<file path="config.mk">
export PLATFORM = sky130hd
export DESIGN_NAME = decode_stage_flat
export DESIGN_NICKNAME = d
export VERILOG_FILES = /design/src/rtl/riscv_pkg.sv /design/src/rtl/decode_stage_if.sv /design/src/rtl/imm_gen.sv /design/src/rtl/decode_stage.sv /design/src/flat_wrapper.sv
export SDC_FILE = /design/constraint.sdc
export NUM_CORES = 1
export LEC_CHECK = 0
export CORE_MARGIN = 5
export CORE_UTILIZATION = 30
export CTS_CLUSTER_SIZE = 40
export DETAILED_ROUTE_END_ITERATION = 12
export GPL_TIMING_DRIVEN = 0
export RECOVER_POWER = 100
export SETUP_SLACK_MARGIN = 0.15
export SLEW_MARGIN = 10
export SYNTH_ARGS = -nofsm -noshare
export SYNTH_HDL_FRONTEND = slang
export SYNTH_SLANG_ARGS = --single-unit
</file>
<file path="constraint.sdc">
create_clock -name clk -period 1.9 [get_ports clk]
set_input_delay 0.19 -clock clk [delete_from_list [all_inputs] [get_ports clk]]
set_output_delay 0.19 -clock clk [all_outputs]
set_load 0.005 [all_outputs]
</file>
<file path="src/rtl/riscv_pkg.sv">
// rtl/riscv_pkg.sv - RV32I decode types, encodings and the ID_EX bundle
package riscv_pkg;

    localparam logic [6:0] OPC_OP_IMM = 7'b0010011;
    localparam logic [6:0] OPC_OP     = 7'b0110011;
    localparam logic [6:0] OPC_JAL    = 7'b1101111;

    localparam logic [2:0] F3_ADD_SUB = 3'b000;
    localparam logic [2:0] F3_SLL     = 3'b001;
    localparam logic [2:0] F3_SLT     = 3'b010;
    localparam logic [2:0] F3_SLTU    = 3'b011;
    localparam logic [2:0] F3_XOR     = 3'b100;
    localparam logic [2:0] F3_SRL_SRA = 3'b101;
    localparam logic [2:0] F3_OR      = 3'b110;
    localparam logic [2:0] F3_AND     = 3'b111;

    localparam logic [6:0] F7_BASE = 7'b0000000;
    localparam logic [6:0] F7_ALT  = 7'b0100000;

    typedef enum logic [4:0] {
        ALU_NONE, ALU_ADDI, ALU_SLTI, ALU_SLTIU, ALU_XORI, ALU_ORI, ALU_ANDI,
        ALU_SLLI, ALU_SRLI, ALU_SRAI, ALU_ADD, ALU_SUB, ALU_SLL, ALU_SLT,
        ALU_SLTU, ALU_XOR, ALU_SRL, ALU_SRA, ALU_OR, ALU_AND, ALU_JAL
    } alu_op_t;

    typedef enum logic [1:0] {ST_RUN, ST_STALL, ST_SQUASH} dec_state_t;

    typedef struct packed {
        alu_op_t     alu_op;
        logic [31:0] inst_imm_sgn;
        logic [4:0]  shamt;
        logic [31:0] pc;
        logic [4:0]  reg_wr_addr;
        logic        rd_wr_en;
        logic        do_not_execute;
    } id_ex_t;

    localparam id_ex_t ID_EX_BUBBLE = '{
        alu_op: ALU_NONE, inst_imm_sgn: 32'd0, shamt: 5'd0, pc: 32'd0,
        reg_wr_addr: 5'd0, rd_wr_en: 1'b0, do_not_execute: 1'b1
    };

    // A writer of x0 never creates a dependency.
    function automatic logic raw_hit(input logic wr_en, input logic [4:0] rd,
                                     input logic [4:0] rs1, input logic [4:0] rs2,
                                     input logic use_rs1, input logic use_rs2);
        return wr_en && (rd != 5'd0) &&
               ((use_rs1 && (rd == rs1)) || (use_rs2 && (rd == rs2)));
    endfunction

endpackage

</file>
<file path="src/rtl/decode_stage_if.sv">
// rtl/decode_stage_if.sv - fetch/decode handshake and redirect bundle
interface decode_stage_if;
    logic        if_valid;
    logic [31:0] if_inst;
    logic [31:0] if_pc;
    logic        id_ready;
    logic        redirect_valid;
    logic [31:0] redirect_pc;

    modport master (
        output if_valid, if_inst, if_pc,
        input  id_ready, redirect_valid, redirect_pc
    );

    modport slave (
        input  if_valid, if_inst, if_pc,
        output id_ready, redirect_valid, redirect_pc
    );
endinterface

</file>
<file path="src/rtl/imm_gen.sv">
// rtl/imm_gen.sv - I-type and J-type immediate extraction with sign extension
module imm_gen (
    input  logic [31:12] inst,
    output logic [31:0]  imm_i,
    output logic [31:0]  imm_j
);
    assign imm_i = {{20{inst[31]}}, inst[31:20]};
    assign imm_j = {{12{inst[31]}}, inst[19:12], inst[20], inst[30:21], 1'b0};
endmodule

</file>
<file path="src/rtl/decode_stage.sv">
// rtl/decode_stage.sv - RV32I decode: RAW interlock, JAL redirect and registered ID_EX bundle
module decode_stage
    import riscv_pkg::*;
#(
    parameter int XLEN      = 32,
    parameter int WB_BYPASS = 1
) (
    input  logic                 clk,
    input  logic                 reset_n,
    decode_stage_if.slave        fetch,
    output logic [4:0]           rs1_addr,
    output logic [4:0]           rs2_addr,
    input  logic                 ex_wb_wr_en,
    input  logic [4:0]           ex_wb_wr_addr,
    output logic                 illegal_inst,
    output id_ex_t               id_ex_r
);
    dec_state_t     state;
    logic           redirect_valid_r;
    logic [31:0]    redirect_pc_r;

    logic [6:0]     opcode;
    logic [2:0]     funct3;
    logic [6:0]     funct7;
    logic [4:0]     rd;
    logic [31:0]    imm_i;
    logic [31:0]    imm_j;
    logic [XLEN-1:0] link_pc;
    logic [XLEN-1:0] jal_target;

    alu_op_t        dec_op;
    logic           dec_legal;
    logic           uses_rs1;
    logic           uses_rs2;
    logic           is_jal;
    logic           haz;

    dec_state_t     next_state;
    id_ex_t         next_id_ex;
    logic           next_redirect;
    logic           next_illegal;

    assign opcode   = fetch.if_inst[6:0];
    assign rd       = fetch.if_inst[11:7];
    assign funct3   = fetch.if_inst[14:12];
    assign rs1_addr = fetch.if_inst[19:15];
    assign rs2_addr = fetch.if_inst[24:20];
    assign funct7   = fetch.if_inst[31:25];

    imm_gen u_imm_gen (
        .inst  (fetch.if_inst[31:12]),
        .imm_i (imm_i),
        .imm_j (imm_j)
    );

    assign link_pc    = fetch.if_pc + 32'd4;
    assign jal_target = fetch.if_pc + imm_j;

    always_comb begin
        dec_op    = ALU_NONE;
        dec_legal = 1'b0;
        uses_rs1  = 1'b0;
        uses_rs2  = 1'b0;
        is_jal    = 1'b0;
        case (opcode)
            OPC_OP_IMM: begin
                uses_rs1  = 1'b1;
                dec_legal = 1'b1;
                case (funct3)
                    F3_ADD_SUB: dec_op = ALU_ADDI;
                    F3_SLT:     dec_op = ALU_SLTI;
                    F3_SLTU:    dec_op = ALU_SLTIU;
                    F3_XOR:     dec_op = ALU_XORI;
                    F3_OR:      dec_op = ALU_ORI;
                    F3_AND:     dec_op = ALU_ANDI;
                    F3_SLL:     if (funct7 == F7_BASE) dec_op = ALU_SLLI;
                                else dec_legal = 1'b0;
                    default: begin
                        if (funct7 == F7_BASE)     dec_op = ALU_SRLI;
                        else if (funct7 == F7_ALT) dec_op = ALU_SRAI;
                        else                       dec_legal = 1'b0;
                    end
                endcase
            end
            OPC_OP: begin
                uses_rs1  = 1'b1;
                uses_rs2  = 1'b1;
                dec_legal = 1'b1;
                if (funct7 == F7_BASE) begin
                    case (funct3)
                        F3_ADD_SUB: dec_op = ALU_ADD;
                        F3_SLL:     dec_op = ALU_SLL;
                        F3_SLT:     dec_op = ALU_SLT;
                        F3_SLTU:    dec_op = ALU_SLTU;
                        F3_XOR:     dec_op = ALU_XOR;
                        F3_SRL_SRA: dec_op = ALU_SRL;
                        F3_OR:      dec_op = ALU_OR;
                        default:    dec_op = ALU_AND;
                    endcase
                end else if (funct7 == F7_ALT && funct3 == F3_ADD_SUB) begin
                    dec_op = ALU_SUB;
                end else if (funct7 == F7_ALT && funct3 == F3_SRL_SRA) begin
                    dec_op = ALU_SRA;
                end else begin
                    dec_legal = 1'b0;
                end
            end
            OPC_JAL: begin
                is_jal    = 1'b1;
                dec_legal = 1'b1;
                dec_op    = ALU_JAL;
            end
            default: ;
        endcase
    end

    // Without a regfile write bypass the WB writer is still one cycle from being readable.
    assign haz = raw_hit(id_ex_r.rd_wr_en & ~id_ex_r.do_not_execute, id_ex_r.reg_wr_addr,
                         rs1_addr, rs2_addr, uses_rs1, uses_rs2) ||
                 ((WB_BYPASS == 0) &&
                  raw_hit(ex_wb_wr_en, ex_wb_wr_addr, rs1_addr, rs2_addr, uses_rs1, uses_rs2));

    assign fetch.id_ready = (state == ST_SQUASH) || !haz;

    always_comb begin
        next_state    = state;
        next_id_ex    = ID_EX_BUBBLE;
        next_redirect = 1'b0;
        next_illegal  = 1'b0;
        if (state == ST_SQUASH) begin
            if (fetch.if_valid) next_state = ST_RUN;
        end else if (!fetch.if_valid) begin
            next_state = ST_RUN;
        end else if (haz) begin
            next_state = ST_STALL;
        end else if (!dec_legal) begin
            next_state   = ST_RUN;
            next_illegal = 1'b1;
        end else begin
            next_state                = is_jal ? ST_SQUASH : ST_RUN;
            next_redirect             = is_jal;
            next_id_ex.alu_op         = dec_op;
            next_id_ex.inst_imm_sgn   = imm_i;
            next_id_ex.shamt          = fetch.if_inst[24:20];
            next_id_ex.pc             = is_jal ? link_pc : fetch.if_pc;
            next_id_ex.reg_wr_addr    = rd;
            next_id_ex.rd_wr_en       = (rd != 5'd0);
            next_id_ex.do_not_execute = 1'b0;
        end
    end

    always_ff @(posedge clk or negedge reset_n) begin
        if (!reset_n) begin
            state            <= ST_RUN;
            id_ex_r          <= ID_EX_BUBBLE;
            redirect_valid_r <= 1'b0;
            redirect_pc_r    <= 32'd0;
            illegal_inst     <= 1'b0;
        end else begin
            state            <= next_state;
            id_ex_r          <= next_id_ex;
            redirect_valid_r <= next_redirect;
            redirect_pc_r    <= jal_target;
            illegal_inst     <= next_illegal;
        end
    end

    assign fetch.redirect_valid = redirect_valid_r;
    assign fetch.redirect_pc    = redirect_pc_r;

endmodule
</file>
<file path="src/flat_wrapper.sv">
// flat-port wrapper written by rule: the top's interface ports become plain ports
module decode_stage_flat import riscv_pkg::*;
#(
    parameter int XLEN      = 32,
    parameter int WB_BYPASS = 1
)
  (clk, reset_n, rs1_addr, rs2_addr, ex_wb_wr_en, ex_wb_wr_addr, illegal_inst, id_ex_r, fetch_if_valid, fetch_if_inst, fetch_if_pc, fetch_id_ready, fetch_redirect_valid, fetch_redirect_pc);
  decode_stage_if fetch_i ();
  input  logic clk;
  input  logic reset_n;
  output logic [4:0] rs1_addr;
  output logic [4:0] rs2_addr;
  input  logic ex_wb_wr_en;
  input  logic [4:0] ex_wb_wr_addr;
  output logic illegal_inst;
  output id_ex_t id_ex_r;
  input wire logic [$bits(fetch_i.if_valid)-1:0] fetch_if_valid;
  input wire logic [$bits(fetch_i.if_inst)-1:0] fetch_if_inst;
  input wire logic [$bits(fetch_i.if_pc)-1:0] fetch_if_pc;
  output wire logic [$bits(fetch_i.id_ready)-1:0] fetch_id_ready;
  output wire logic [$bits(fetch_i.redirect_valid)-1:0] fetch_redirect_valid;
  output wire logic [$bits(fetch_i.redirect_pc)-1:0] fetch_redirect_pc;
  assign fetch_i.if_valid = fetch_if_valid;
  assign fetch_i.if_inst = fetch_if_inst;
  assign fetch_i.if_pc = fetch_if_pc;
  assign fetch_id_ready = fetch_i.id_ready;
  assign fetch_redirect_valid = fetch_i.redirect_valid;
  assign fetch_redirect_pc = fetch_i.redirect_pc;
  decode_stage #(.XLEN(XLEN), .WB_BYPASS(WB_BYPASS)) u_core (.clk(clk), .reset_n(reset_n), .fetch(fetch_i), .rs1_addr(rs1_addr), .rs2_addr(rs2_addr), .ex_wb_wr_en(ex_wb_wr_en), .ex_wb_wr_addr(ex_wb_wr_addr), .illegal_inst(illegal_inst), .id_ex_r(id_ex_r));
endmodule
</file>
==> metrics.csv, run 1 <==
metric,value,unit
family with the most delay on the worst path,simple AND/OR/NAND/NOR gates,
area fraction of the dominant cell type after synthesis,0.408,
final hold slack,0.0519,ns
Critical Path Start Type,flop,
maximum VDD drop,0.444,mV
slowest CP cell,or4b_4,
Syn Nets,698,
Layout fillers,1645,
worst clock skew,0.0103,ns
placed cells,1020,
Final Hold Viols,0,
Pleak,4.35,nW
commonest cells in the netlist,"dfrtp_1, nor2_1, nand2_1, xor2_1, a21oi_1",
Die W,146,um
slew at the pin closest to its max-slew limit,0.981,ns
Sw Pwr,1.69,mW
fmax,422,MHz
IO buf count,192,
failing checks,setup timing,
vias per cell,4.73,
Post-DRT Antenna Nets,0,
M1 WL,8040,um
"FF+latch count, synth",92,
most frequent cell after synthesis,dfrtp_1,
part of the power in registers,0.383,
Crit path required time,1.71,ns
register area,2300,um2
CTS Buf Count,9,
max-cap viol count,0,
Crit Path Category,reg -> out,
number of clock sinks,92,
vias in the first global route,5073,
Final WS setup,-0.469,ns
status,"finished, violations left",
All-Layer GR Usage,0.168,
largest net degree at the start of global routing,54,
Final Core Density,0.510,
crit-path max FO,3,
total grt overflow,0,
multi-input logic area,3620,um2
residual DRC count,0,
Final nets,966,
Slew HR,0.346,
placed cell area,7980,um2
die area,21400,um2
post-synthesis instance total,593,
clock-pin transition on the worst setup and hold timing paths,0.08,ns
DR WL/cell,17.0,um
Area Overhead vs Synth,69.2,%
share of cells above drive strength 1,0.327,
crit-path max cell delay,0.55,ns
Initial Utilization,0.302,
post-route clock period utilization,1.25,
TNS Setup,-26.49,ns
post-synthesis cell type count,65,
Int Pwr,3.88,mW
Clock power frac,0.318,
pwr dens,589,nW/um2
drt first pass iters,4,
Synth Flop Type,dfrtp_1,
number of diodes,0,
via count,5201,
Finished Layout Cells,1100,
Initial DRC Count,242,
Synth area leader,dfrtp_1,
H-tree Lvls,3,
register area share after synthesis,0.412,
fin. max-slew vios,0,
die height,146,um
met3 WL post-DR,1080,um
pre-CTS WS,-1.20,ns
Top Layer Used,met4,
sum of buffers and inverters on the critical path,2,
min cycle time layout,2.37,ns
crit path capture type,output pin,
Final setup viols,71,
RSZ-0062 raised after global routing,true,
synth warn,0,
RePlAce Congestion,0.868,
Final Cell Area,9450,um2
Clock Path Buffers,2,
Logic pwr share,0.299,
floorplan row count,50,
first-pass GRT wire length,28400,um
"Async S/R FF share, synth",1.00,
main area contributors after synthesis,"dfrtp_1, ha_1, xor2_1",
CP arrival,2.18,ns
number of enable flip-flop cells after synthesis,0,
met2 routed WL,9390,um
crit-path cells,buf_4 > xor2_1 > nor3_1 > a32oi_1 > or4b_4 > nand2b_4 > buf_6,
DP Wirelength,13700,um
HP Class,in -> reg,
Core Area,18500,um2
Switching Share,0.303,
Synth Area per Inst,9.42,um2
initial antenna violation count,0,
worst skew pair latency,0.36,ns
overall power,5.57,mW
"wirelength, routed",18700,um
"Cell Area, Synth",5590,um2
CTS tree,done,
Root Driver,clkbuf_16,
I/O pin total,199,
-- layout by cell type, fill, tap and decap left out, types with 7 or more instances in the layout --
cell	Yosys	routed
nor2_2	1	21
clkbuf_2	0	9
a21o_1	10	9
xor2_1	37	34
buf_8	0	9
a21oi_2	0	11
clkbuf_16	0	13
clkdlybuf4s50_1	0	36
buf_4	35	72
inv_1	14	11
dfrtp_1	91	90
nor3_1	15	9
nor2_1	70	46
and3_4	0	11
o21ai_1	2	8
ha_4	0	20
xnor2_1	29	28
clkbuf_1	7	12
and3_1	26	15
ha_1	31	10
clkbuf_4	0	9
clkdlybuf4s15_2	0	7
a21oi_1	36	23
buf_2	4	7
dlygate4sd3_1	0	109
nand2_1	51	43
nand3_1	16	14
o21ai_0	26	17
buf_6	5	25
-- what timing repair did --
item                                    in CTS  in global routing
endpoints found under the setup margin     104                 91
hold buffers                                 1                  0
gates cloned                                 0                  5
hold endpoints to repair                    39                  0
gates resized for setup                    241                130
pin swaps                                   54                 53
buffers inserted                            35                 23
-- per-layer routing --
| layer | track usage | vias to the layer above |
|---|---|---|
| met5 | 0 | - |
| met4 | 0.0466 | 0 |
| met3 | 0.0335 | 12 |
| met2 | 0.284 | 123 |
| met1 | 0.220 | 2488 |
| li1 | - | 2578 |
-- area by class of cell --
class	instances	share of cell area
multi-input combinational	435	0.383
timing repair buffer	257	0.263
sequential	92	0.244
buffer	52	0.0438
tap	234	0.0310
clock buffer	9	0.0238
clock inverter	7	0.00662
inverter	14	0.00556
-- registers in the layout (all words and copies together) (netlist names) --
signal and flops:
u_core.fetch.redirect_pc 32, u_core.id_ex_r 56, u_core.fetch.redirect_valid 1, u_core.state 2
u_core.illegal_inst 1
-- final timing paths --
path                                                  start  depth (start not counted)                                    end  slack, ns
min in group asynchronous                           reset_n                          2           u_core.id_ex_r[30]$_DFF_PN0_       0.53
worst max-delay path            u_core.id_ex_r[3]$_DFF_PN0_                          7                         fetch_id_ready      -0.47
max in group asynchronous                           reset_n                          3            u_core.id_ex_r[0]$_DFF_PN1_       0.33
worst max register to register  u_core.id_ex_r[3]$_DFF_PN0_                         11           u_core.id_ex_r[28]$_DFF_PN0_      -0.47
worst min-delay path                      fetch_if_inst[21]                          2  u_core.fetch.redirect_pc[1]$_DFF_PN0_       0.05
worst min register to register  u_core.state[1]$_DFFE_PN0P_                          2            u_core.state[1]$_DFFE_PN0P_       0.63
-- power by group through the flow --
stage               Sequential (mW)  Clock (mW)  Combinational [mW]
CTS                            2.14        1.83                1.59
detailed placement             2.18           0                1.38
global placement               2.18           0                1.38
global route                   2.15        1.91                1.79
floorplan                      2.19           0               0.630
finish                         2.13        1.77                1.66
-- cells by family (layout without fill, tap and decap cells) --
group,after synthesis,count (layout),share of synthesized area
AOI/OAI and AO/OA,114,114,0.134
xor gates and xnor gates,66,66,0.103
adders and majority gates,32,32,0.0730
buffers and inverters,66,339,0.0755
DFF,92,92,0.412
muxes,3,3,0.00560
and+or+nand+nor,220,220,0.196
(Power assumes the default switching activity.)
==> inputs of run 2 (changes only) <==
--- a/config.mk
+++ b/config.mk
@@ -7,7 +7,7 @@
 export LEC_CHECK = 0
 export CORE_MARGIN = 5
 export CORE_UTILIZATION = 30
-export CTS_CLUSTER_SIZE = 40
+export CTS_CLUSTER_SIZE = 16
 export DETAILED_ROUTE_END_ITERATION = 12
 export GPL_TIMING_DRIVEN = 0
 export RECOVER_POWER = 100
==> results of run 2 <==
Same layout as run 1: the final DEF is identical, and so are final timing and power.
